### config.mk
export PLATFORM = sky130hd
export DESIGN_NAME = nn_acc_sequencer_flat
export DESIGN_NICKNAME = d
export VERILOG_FILES = /design/src/rtl/nn_acc_sequencer_if.sv /design/src/rtl/nn_acc_sequencer.sv /design/src/flat_wrapper.sv
export SDC_FILE = /design/constraint.sdc
export NUM_CORES = 1
export LEC_CHECK = 0
export BUFFER_PORTS_ARGS = -buffer_cell sky130_fd_sc_hd__buf_2
export CORE_ASPECT_RATIO = 1.25
export CORE_UTILIZATION = 48
export CTS_CLUSTER_DIAMETER = 150
export DETAILED_ROUTE_END_ITERATION = 10
export PLACE_DENSITY = 0.76
export RECOVER_POWER = 25
export SKIP_LAST_GASP = 1
export SYNTH_ARGS = -nofsm -noshare
export SYNTH_HDL_FRONTEND = slang
export SYNTH_SLANG_ARGS = --single-unit
export TNS_END_PERCENT = 20
### constraint.sdc
create_clock -name clk -period 2.8 [get_ports clk]
set_input_delay 0.14 -clock clk [delete_from_list [all_inputs] [get_ports clk]]
set_output_delay 0.14 -clock clk [all_outputs]
set_load 0.01 [all_outputs]
### src/rtl/nn_acc_sequencer_if.sv
// Operand stream, result stream and Avalon-MM burst master bundle for nn_acc_sequencer.
// The master modport is the sequencer's view; the slave modport is the accelerator/environment view.
`timescale 1ns/1ps
interface nn_acc_sequencer_if;
  logic        src_valid;
  logic [31:0] src_data;
  logic        src_ready;
  logic        res_valid;
  logic [31:0] res_data;
  logic [7:0]  acc_address;
  logic        acc_read;
  logic        acc_write;
  logic        acc_beginbursttransfer;
  logic [10:0] acc_burstcount;
  logic [31:0] acc_writedata;
  logic        acc_waitrequest;
  logic        acc_readdatavalid;
  logic [31:0] acc_readdata;

  modport master (
    input  src_valid, src_data, acc_waitrequest, acc_readdatavalid, acc_readdata,
    output src_ready, res_valid, res_data, acc_address, acc_read, acc_write,
           acc_beginbursttransfer, acc_burstcount, acc_writedata
  );

  modport slave (
    output src_valid, src_data, acc_waitrequest, acc_readdatavalid, acc_readdata,
    input  src_ready, res_valid, res_data, acc_address, acc_read, acc_write,
           acc_beginbursttransfer, acc_burstcount, acc_writedata
  );
endinterface

### src/rtl/nn_acc_sequencer.sv
// Avalon-MM burst master that runs one fully-connected layer pass on a single-MAC accelerator:
// per neuron a weight burst and an image burst, a calculation wait, then one result read burst.
`timescale 1ns/1ps
module nn_acc_sequencer #(
  parameter int unsigned VEC_LEN      = 96,
  parameter int unsigned MAX_NEURONS  = 24,
  parameter logic [7:0]  WEIGHT_BASE  = 8'h01,
  parameter logic [7:0]  IMAGE_BASE   = 8'h61,
  parameter logic [7:0]  RESULT_BASE  = 8'hC1,
  parameter int unsigned CALC_TIMEOUT = 1023
) (
  input  logic               clk,
  input  logic               reset,
  input  logic               start,
  input  logic [4:0]         num_neurons,
  output logic               busy,
  output logic               done,
  output logic               error,
  nn_acc_sequencer_if.master bus
);

  localparam int unsigned CALC_W = $clog2(CALC_TIMEOUT + 1);

  typedef enum logic [2:0] {
    IDLE      = 3'd0,
    W_BEGIN   = 3'd1,
    W_DATA    = 3'd2,
    I_BEGIN   = 3'd3,
    I_DATA    = 3'd4,
    CALC_WAIT = 3'd5,
    R_BEGIN   = 3'd6,
    R_DATA    = 3'd7
  } state_e;

  state_e              state_q, state_d;
  logic [4:0]          n_q, n_d;
  logic [6:0]          word_cnt_q, word_cnt_d;
  logic [4:0]          neuron_cnt_q, neuron_cnt_d;
  logic [4:0]          rd_cnt_q, rd_cnt_d;
  logic [CALC_W-1:0]   calc_cnt_q, calc_cnt_d;
  logic                seen_wait_q, seen_wait_d;
  logic                busy_q, busy_d;
  logic                done_q, done_d;
  logic                error_q, error_d;
  logic                res_valid_q, res_valid_d;
  logic [31:0]         res_data_q, res_data_d;
  logic [7:0]          acc_address_q, acc_address_d;
  logic [10:0]         acc_burstcount_q, acc_burstcount_d;
  logic                acc_begin_q, acc_begin_d;
  logic                acc_read_q, acc_read_d;

  logic                data_phase;
  logic                word_accept;

  // Write-data path is a direct pass-through of the operand stream while a burst is open.
  assign data_phase  = (state_q == W_DATA) || (state_q == I_DATA);
  assign word_accept = data_phase && bus.src_valid && !bus.acc_waitrequest;

  assign bus.src_ready              = data_phase && !bus.acc_waitrequest;
  assign bus.acc_write              = data_phase && bus.src_valid;
  assign bus.acc_writedata          = data_phase ? bus.src_data : 32'h0000_0000;
  assign bus.acc_address            = acc_address_q;
  assign bus.acc_burstcount         = acc_burstcount_q;
  assign bus.acc_beginbursttransfer = acc_begin_q;
  assign bus.acc_read               = acc_read_q;
  assign bus.res_valid              = res_valid_q;
  assign bus.res_data               = res_data_q;
  assign busy                       = busy_q;
  assign done                       = done_q;
  assign error                      = error_q;

  // State register and all sequencer flops; reset aborts a pass silently.
  always_ff @(posedge clk) begin
    if (reset) begin
      state_q          <= IDLE;
      n_q              <= 5'd0;
      word_cnt_q       <= 7'd0;
      neuron_cnt_q     <= 5'd0;
      rd_cnt_q         <= 5'd0;
      calc_cnt_q       <= '0;
      seen_wait_q      <= 1'b0;
      busy_q           <= 1'b0;
      done_q           <= 1'b0;
      error_q          <= 1'b0;
      res_valid_q      <= 1'b0;
      res_data_q       <= 32'h0000_0000;
      acc_address_q    <= 8'h00;
      acc_burstcount_q <= 11'd0;
      acc_begin_q      <= 1'b0;
      acc_read_q       <= 1'b0;
    end else begin
      state_q          <= state_d;
      n_q              <= n_d;
      word_cnt_q       <= word_cnt_d;
      neuron_cnt_q     <= neuron_cnt_d;
      rd_cnt_q         <= rd_cnt_d;
      calc_cnt_q       <= calc_cnt_d;
      seen_wait_q      <= seen_wait_d;
      busy_q           <= busy_d;
      done_q           <= done_d;
      error_q          <= error_d;
      res_valid_q      <= res_valid_d;
      res_data_q       <= res_data_d;
      acc_address_q    <= acc_address_d;
      acc_burstcount_q <= acc_burstcount_d;
      acc_begin_q      <= acc_begin_d;
      acc_read_q       <= acc_read_d;
    end
  end

  // Next-state, counter and status-pulse logic.
  always_comb begin
    state_d      = state_q;
    n_d          = n_q;
    word_cnt_d   = word_cnt_q;
    neuron_cnt_d = neuron_cnt_q;
    rd_cnt_d     = rd_cnt_q;
    calc_cnt_d   = calc_cnt_q;
    seen_wait_d  = seen_wait_q;
    busy_d       = busy_q;
    done_d       = 1'b0;
    error_d      = 1'b0;
    res_valid_d  = 1'b0;
    res_data_d   = res_data_q;

    case (state_q)
      IDLE: begin
        if (start) begin
          if ((num_neurons != 5'd0) && (num_neurons <= 5'(MAX_NEURONS))) begin
            n_d          = num_neurons;
            busy_d       = 1'b1;
            word_cnt_d   = 7'd0;
            neuron_cnt_d = 5'd0;
            rd_cnt_d     = 5'd0;
            state_d      = W_BEGIN;
          end else begin
            error_d = 1'b1;
          end
        end else begin
          busy_d = 1'b0;
        end
      end
      W_BEGIN: state_d = W_DATA;
      W_DATA, I_DATA: begin
        if (word_accept) begin
          if (word_cnt_q == 7'(VEC_LEN - 1)) begin
            word_cnt_d  = 7'd0;
            calc_cnt_d  = '0;
            seen_wait_d = 1'b0;
            state_d     = (state_q == W_DATA) ? I_BEGIN : CALC_WAIT;
          end else begin
            word_cnt_d = word_cnt_q + 7'd1;
          end
        end else begin
          word_cnt_d = word_cnt_q;
        end
      end
      I_BEGIN: state_d = I_DATA;
      // Completion is a stall that has been seen to start and then to end.
      CALC_WAIT: begin
        if (seen_wait_q && !bus.acc_waitrequest) begin
          neuron_cnt_d = neuron_cnt_q + 5'd1;
          state_d      = (neuron_cnt_q < (n_q - 5'd1)) ? W_BEGIN : R_BEGIN;
        end else if (calc_cnt_q == CALC_W'(CALC_TIMEOUT)) begin
          error_d = 1'b1;
          busy_d  = 1'b0;
          state_d = IDLE;
        end else begin
          calc_cnt_d = calc_cnt_q + {{(CALC_W-1){1'b0}}, 1'b1};
          if (bus.acc_waitrequest) begin
            seen_wait_d = 1'b1;
          end else begin
            seen_wait_d = seen_wait_q;
          end
        end
      end
      R_BEGIN: state_d = R_DATA;
      R_DATA: begin
        if (bus.acc_readdatavalid) begin
          res_valid_d = 1'b1;
          res_data_d  = bus.acc_readdata;
          if (rd_cnt_q == (n_q - 5'd1)) begin
            rd_cnt_d = 5'd0;
            done_d   = 1'b1;
            busy_d   = 1'b0;
            state_d  = IDLE;
          end else begin
            rd_cnt_d = rd_cnt_q + 5'd1;
          end
        end else begin
          rd_cnt_d = rd_cnt_q;
        end
      end
      default: state_d = IDLE;
    endcase
  end

  // Bus request outputs are decoded from the next state so they leave a flop.
  always_comb begin
    acc_address_d    = 8'h00;
    acc_burstcount_d = 11'd0;
    acc_begin_d      = 1'b0;
    acc_read_d       = 1'b0;
    case (state_d)
      W_BEGIN, W_DATA: begin
        acc_address_d    = WEIGHT_BASE;
        acc_burstcount_d = 11'(VEC_LEN);
        acc_begin_d      = (state_d == W_BEGIN);
      end
      I_BEGIN, I_DATA: begin
        acc_address_d    = IMAGE_BASE;
        acc_burstcount_d = 11'(VEC_LEN);
        acc_begin_d      = (state_d == I_BEGIN);
      end
      R_BEGIN, R_DATA: begin
        acc_address_d    = RESULT_BASE;
        acc_burstcount_d = {6'd0, n_d};
        acc_begin_d      = (state_d == R_BEGIN);
        acc_read_d       = 1'b1;
      end
      default: acc_address_d = 8'h00;
    endcase
  end

endmodule

### src/flat_wrapper.sv
// flat-port wrapper written by rule: the top's interface ports become plain ports
module nn_acc_sequencer_flat 
#(
  parameter int unsigned VEC_LEN      = 96,
  parameter int unsigned MAX_NEURONS  = 24,
  parameter logic [7:0]  WEIGHT_BASE  = 8'h01,
  parameter logic [7:0]  IMAGE_BASE   = 8'h61,
  parameter logic [7:0]  RESULT_BASE  = 8'hC1,
  parameter int unsigned CALC_TIMEOUT = 1023
)
  (clk, reset, start, num_neurons, busy, done, error, bus_src_valid, bus_src_data, bus_acc_waitrequest, bus_acc_readdatavalid, bus_acc_readdata, bus_src_ready, bus_res_valid, bus_res_data, bus_acc_address, bus_acc_read, bus_acc_write, bus_acc_beginbursttransfer, bus_acc_burstcount, bus_acc_writedata);
  nn_acc_sequencer_if bus_i ();
  input  logic clk;
  input  logic reset;
  input  logic start;
  input  logic [4:0] num_neurons;
  output logic busy;
  output logic done;
  output logic error;
  input wire logic [$bits(bus_i.src_valid)-1:0] bus_src_valid;
  input wire logic [$bits(bus_i.src_data)-1:0] bus_src_data;
  input wire logic [$bits(bus_i.acc_waitrequest)-1:0] bus_acc_waitrequest;
  input wire logic [$bits(bus_i.acc_readdatavalid)-1:0] bus_acc_readdatavalid;
  input wire logic [$bits(bus_i.acc_readdata)-1:0] bus_acc_readdata;
  output wire logic [$bits(bus_i.src_ready)-1:0] bus_src_ready;
  output wire logic [$bits(bus_i.res_valid)-1:0] bus_res_valid;
  output wire logic [$bits(bus_i.res_data)-1:0] bus_res_data;
  output wire logic [$bits(bus_i.acc_address)-1:0] bus_acc_address;
  output wire logic [$bits(bus_i.acc_read)-1:0] bus_acc_read;
  output wire logic [$bits(bus_i.acc_write)-1:0] bus_acc_write;
  output wire logic [$bits(bus_i.acc_beginbursttransfer)-1:0] bus_acc_beginbursttransfer;
  output wire logic [$bits(bus_i.acc_burstcount)-1:0] bus_acc_burstcount;
  output wire logic [$bits(bus_i.acc_writedata)-1:0] bus_acc_writedata;
  assign bus_i.src_valid = bus_src_valid;
  assign bus_i.src_data = bus_src_data;
  assign bus_i.acc_waitrequest = bus_acc_waitrequest;
  assign bus_i.acc_readdatavalid = bus_acc_readdatavalid;
  assign bus_i.acc_readdata = bus_acc_readdata;
  assign bus_src_ready = bus_i.src_ready;
  assign bus_res_valid = bus_i.res_valid;
  assign bus_res_data = bus_i.res_data;
  assign bus_acc_address = bus_i.acc_address;
  assign bus_acc_read = bus_i.acc_read;
  assign bus_acc_write = bus_i.acc_write;
  assign bus_acc_beginbursttransfer = bus_i.acc_beginbursttransfer;
  assign bus_acc_burstcount = bus_i.acc_burstcount;
  assign bus_acc_writedata = bus_i.acc_writedata;
  nn_acc_sequencer #(.VEC_LEN(VEC_LEN), .MAX_NEURONS(MAX_NEURONS), .WEIGHT_BASE(WEIGHT_BASE), .IMAGE_BASE(IMAGE_BASE), .RESULT_BASE(RESULT_BASE), .CALC_TIMEOUT(CALC_TIMEOUT)) u_core (.clk(clk), .reset(reset), .start(start), .num_neurons(num_neurons), .busy(busy), .done(done), .error(error), .bus(bus_i));
endmodule
==> impl_metrics.env <==
export IMPL_largest_net_degree_at_the_start_of_global_routing=38
export IMPL_layout_drive_gt1_share_pct=24.5
export IMPL_critPathMostFrequentCell="ha_1"
export IMPL_netlist_top_cell_by_area="dfxtp_1"
export IMPL_fp_dieW_um=82.7
export IMPL_maxClockFrequency_mhz=391
export IMPL_setup_viol=0
export IMPL_holdPathStages=3
export IMPL_grt_antenna_before_repair=0
export IMPL_synthesis_area_per_instance_um2=8.35
export IMPL_io_pin_count=166
export IMPL_drt_antenna_violating_nets=0
export IMPL_area_of_the_core_mm2=0.00784
export IMPL_comb_power_share_pct=26.9
export IMPL_yosysUniqueCellTypes=52
export IMPL_synth_top_family_by_area="simple AND/OR/NAND/NOR gates"
export IMPL_finalWorstSetupSlack_ns=0.244
export IMPL_insertedDiodeCount=0
export IMPL_grt_pass1_vias=3403
export IMPL_synth_compound_area_share_pct=11.9
export IMPL_max_cap_viol_count=0
export IMPL_status="finished clean"
export IMPL_final_cell_area_mm2=0.00492
export IMPL_floorplan_initialDensity_pct=49.9
export IMPL_synth_ff_latch_count=83
export IMPL_num_vias=3726
export IMPL_final_cells=720
export IMPL_ys_top_cells_by_count="nand2_1, dfxtp_1, a21oi_1"
export IMPL_clock_tree_htree_level_count=3
export IMPL_hpwlAfterDp_um=7030
export IMPL_switching_share_pct=31.6
export IMPL_clk_root_buffer_cell="clkbuf_8"
export IMPL_fp_dieH_um=103
export IMPL_setup_tns_after_final_layout_ns=0
export IMPL_report_final_hold_viol_count=0
export IMPL_synth_seq_area_share_pct=42.5
export IMPL_yosysWarningCount=0
export IMPL_row_count=36
export IMPL_syn_cell_area_mm2=0.00391
export IMPL_nets=704
export IMPL_dpl_cell_count=701
export IMPL_grt_overflow=0
export IMPL_power_per_cell_area_mw_per_mm2=604
export IMPL_pwr_share_seq_pct=43.8
export IMPL_netlist_area_leader_share_pct=42.5
export IMPL_clk_insertion_delay_late_ns=0.36
export IMPL_worst_pin_slew_ns=0.690
export IMPL_port_buffer_count=157
export IMPL_tritoncts="done"
export IMPL_numCtsBuffers=9
export IMPL_pre_cts_slack_ns=0.0834
export IMPL_worst_ep_arrival_time_ns=2.85
export IMPL_grt_pass1_wl_um=14700
export IMPL_clkSinkCount=83
export IMPL_die_area_mm2=0.00851
export IMPL_synth_edff_count=0
export IMPL_timing_critical_path_fanout_max=5
export IMPL_synth_simple_gate_area_share_pct=29.3
export IMPL_final_min_period_over_clock_period_pct=91.3
export IMPL_drt_pass1_iter_count=4
export IMPL_post_synth_top_count_cell="nand2_1"
export IMPL_dpl_cell_area_mm2=0.00473
export IMPL_slowest_delay_ns=0.42
export IMPL_viasPerCell=5.18
export IMPL_post_synth_fa_ha_maj_area_fraction_pct=2.88
export IMPL_vdd_drop_max_v=0.000385
export IMPL_critical_path_slowest_cell="dfxtp_1"
export IMPL_end_kind="flip-flop"
export IMPL_clk_pin_slew_ns=0.08
export IMPL_drt_wirelength_per_cell_um=12.9
export IMPL_clockBufferDepth=2
export IMPL_netlist_top_cells_area="dfxtp_1, nand2_1, a21oi_1"
export IMPL_p_leak_nw=2.08
export IMPL_syn_to_layout_area_delta_pct=26.0
export IMPL_critPathRequiredTime_ns=3.09
export IMPL_post_route_min_period_ns=2.56
export IMPL_switching_power_w=0.000940
export IMPL_routabilityCongestion=0.836
export IMPL_synthMuxAreaShare_pct=1.57
export IMPL_final_setup_skew_ns=0.00853
export IMPL_setup_repair_after_global_routing_missed_its_margin="false"
export IMPL_syn_instance_count=468
export IMPL_drt_iter0_markers=117
export IMPL_total_power_w=0.00297
export IMPL_post_synth_xor_area_fraction_pct=7.33
export IMPL_synth_top_flop_cell="dfxtp_1"
export IMPL_routed_wl_um=9310
export IMPL_internal_power_w=0.00203
export IMPL_clock_power_share_pct=29.2
export IMPL_critPathLaunchType="flip-flop"
export IMPL_ff2ff_path_depth=11
export IMPL_drc_viols=0
export IMPL_final_max_slew_violation_count=0
export IMPL_hold_path_class="in -> reg"
export IMPL_worst_slew_margin_rel_pct=54.0
export IMPL_cp_cell_sequence="inv_1 -> ha_1 -> nor3b_4 -> xnor2_1 -> ha_1 -> a21oi_2 -> nand2_1 -> o211ai_1 -> o2111a_1 -> a21bo_2 -> a21oi_1"
export IMPL_asyncSetResetFlopFracSynth_pct=0
export IMPL_groute_usage_overall_pct=23.0
export IMPL_timing_setup_critical_path_class="reg -> reg"
power groups by stage:
stage               sequential (W)  clock [W]  combinational (W)
finish                     0.00130   0.000869           0.000801
global route               0.00131   0.000939           0.000918
CTS                        0.00130   0.000884           0.000811
detailed placement         0.00133          0           0.000805
global placement           0.00133          0           0.000786
floorplan                  0.00131          0           0.000548
stage by stage:
step,util [%],hold slack (ns)
floorplan,-,0.217
global placement,60.3,0.380
CTS,63.3,0.000171
finish,62.8,0.00970
detailed placement,60.3,0.387
global route,62.8,0.00559
placed cells by master, fill, tap and decap left out, drive strengths merged, types with 4 or more instances in the layout:
master,synthesis,routed
and2,39,39
a21oi,51,51
ha,9,9
conb,1,8
clkbuf,22,51
nand2,89,89
buf,11,123
nand3,12,12
mux2i,5,5
nand2b,8,8
nand4,9,9
and4,4,4
dfxtp,83,83
nor3,11,11
xnor2,17,17
o211ai,5,5
xor2,13,13
nor2,36,36
layer usage:
metal / track usage [%] / routed length [um] / vias to the layer above
li1: - / - / 1863
met2: 43.1 / 4700 / 165
met4: 9.55 / 155 / 0
met5: 0 / 0 / -
met3: 6.64 / 805 / 11
met1: 23.2 / 3640 / 1687
flip-flops by register name, summed over array words and instances, names as in the netlist:
signal and flops:
u_core.bus.acc_address 4, u_core.bus.acc_beginbursttransfer 1, u_core.bus.acc_burstcount 6, u_core.bus.res_data 32, u_core.bus.res_valid 1, u_core.busy 1
u_core.calc_cnt_q 10, u_core.done 1, u_core.error 1, u_core.n_q 5, u_core.neuron_cnt_q 5, u_core.rd_cnt_q 5
u_core.seen_wait_q 1, u_core.state_q 3, u_core.word_cnt_q 7
layout make-up:
type,count,area [um2]
fill,730,2910
multi-input combinational,357,2120
tap,95,119
timing repair buffer,167,817
clock buffer,10,138
inverter,2,7.51
clock inverter,6,63.8
sequential,83,1660
cells by family (layout without fill, tap and decap cells):
family / Yosys count / in the layout
AO/OA/AOI/OAI: 76 / 76
XOR/XNOR: 31 / 31
flip-flops: 83 / 83
AND/OR/NAND/NOR: 227 / 227
other: 1 / 8
adder cells (fa/ha/maj): 9 / 9
buffers and inverters: 35 / 185
multiplexers: 6 / 6
worst paths after layout:
| path | startpoint | slack (ns) | to |
|---|---|---|---|
| max | u_core.n_q[0]$_SDFF_PP0_ | 0.24 | u_core.bus.acc_burstcount[5]$_SDFF_PP0_ |
| min | bus_acc_readdata[20] | 0.01 | u_core.bus.res_data[20]$_SDFFE_PP0P_ |
| max reg2reg | u_core.n_q[0]$_SDFF_PP0_ | 0.24 | u_core.bus.acc_burstcount[5]$_SDFF_PP0_ |
| min reg2reg | u_core.bus.res_data[12]$_SDFFE_PP0P_ | 0.46 | u_core.bus.res_data[12]$_SDFFE_PP0P_ |
repair_timing:
item,CTS,global route
gates resized for setup,0,3
endpoints found under the hold margin,3,0
setup buffers,0,0
hold buffers,3,0
setup endpoints to repair,0,5
worst max-delay path: cells and delay by family (launching register included):
family,cells,cell delay [ns]
buffers and inverters,1,0.06
xor gates and xnor gates,1,0.13
and+or+nand+nor,2,0.25
AOI/OAI and AO/OA,5,1.06
DFF,1,0.42
adders and majority gates,2,0.55
Note: power is estimated with default switching activity, not from simulation.
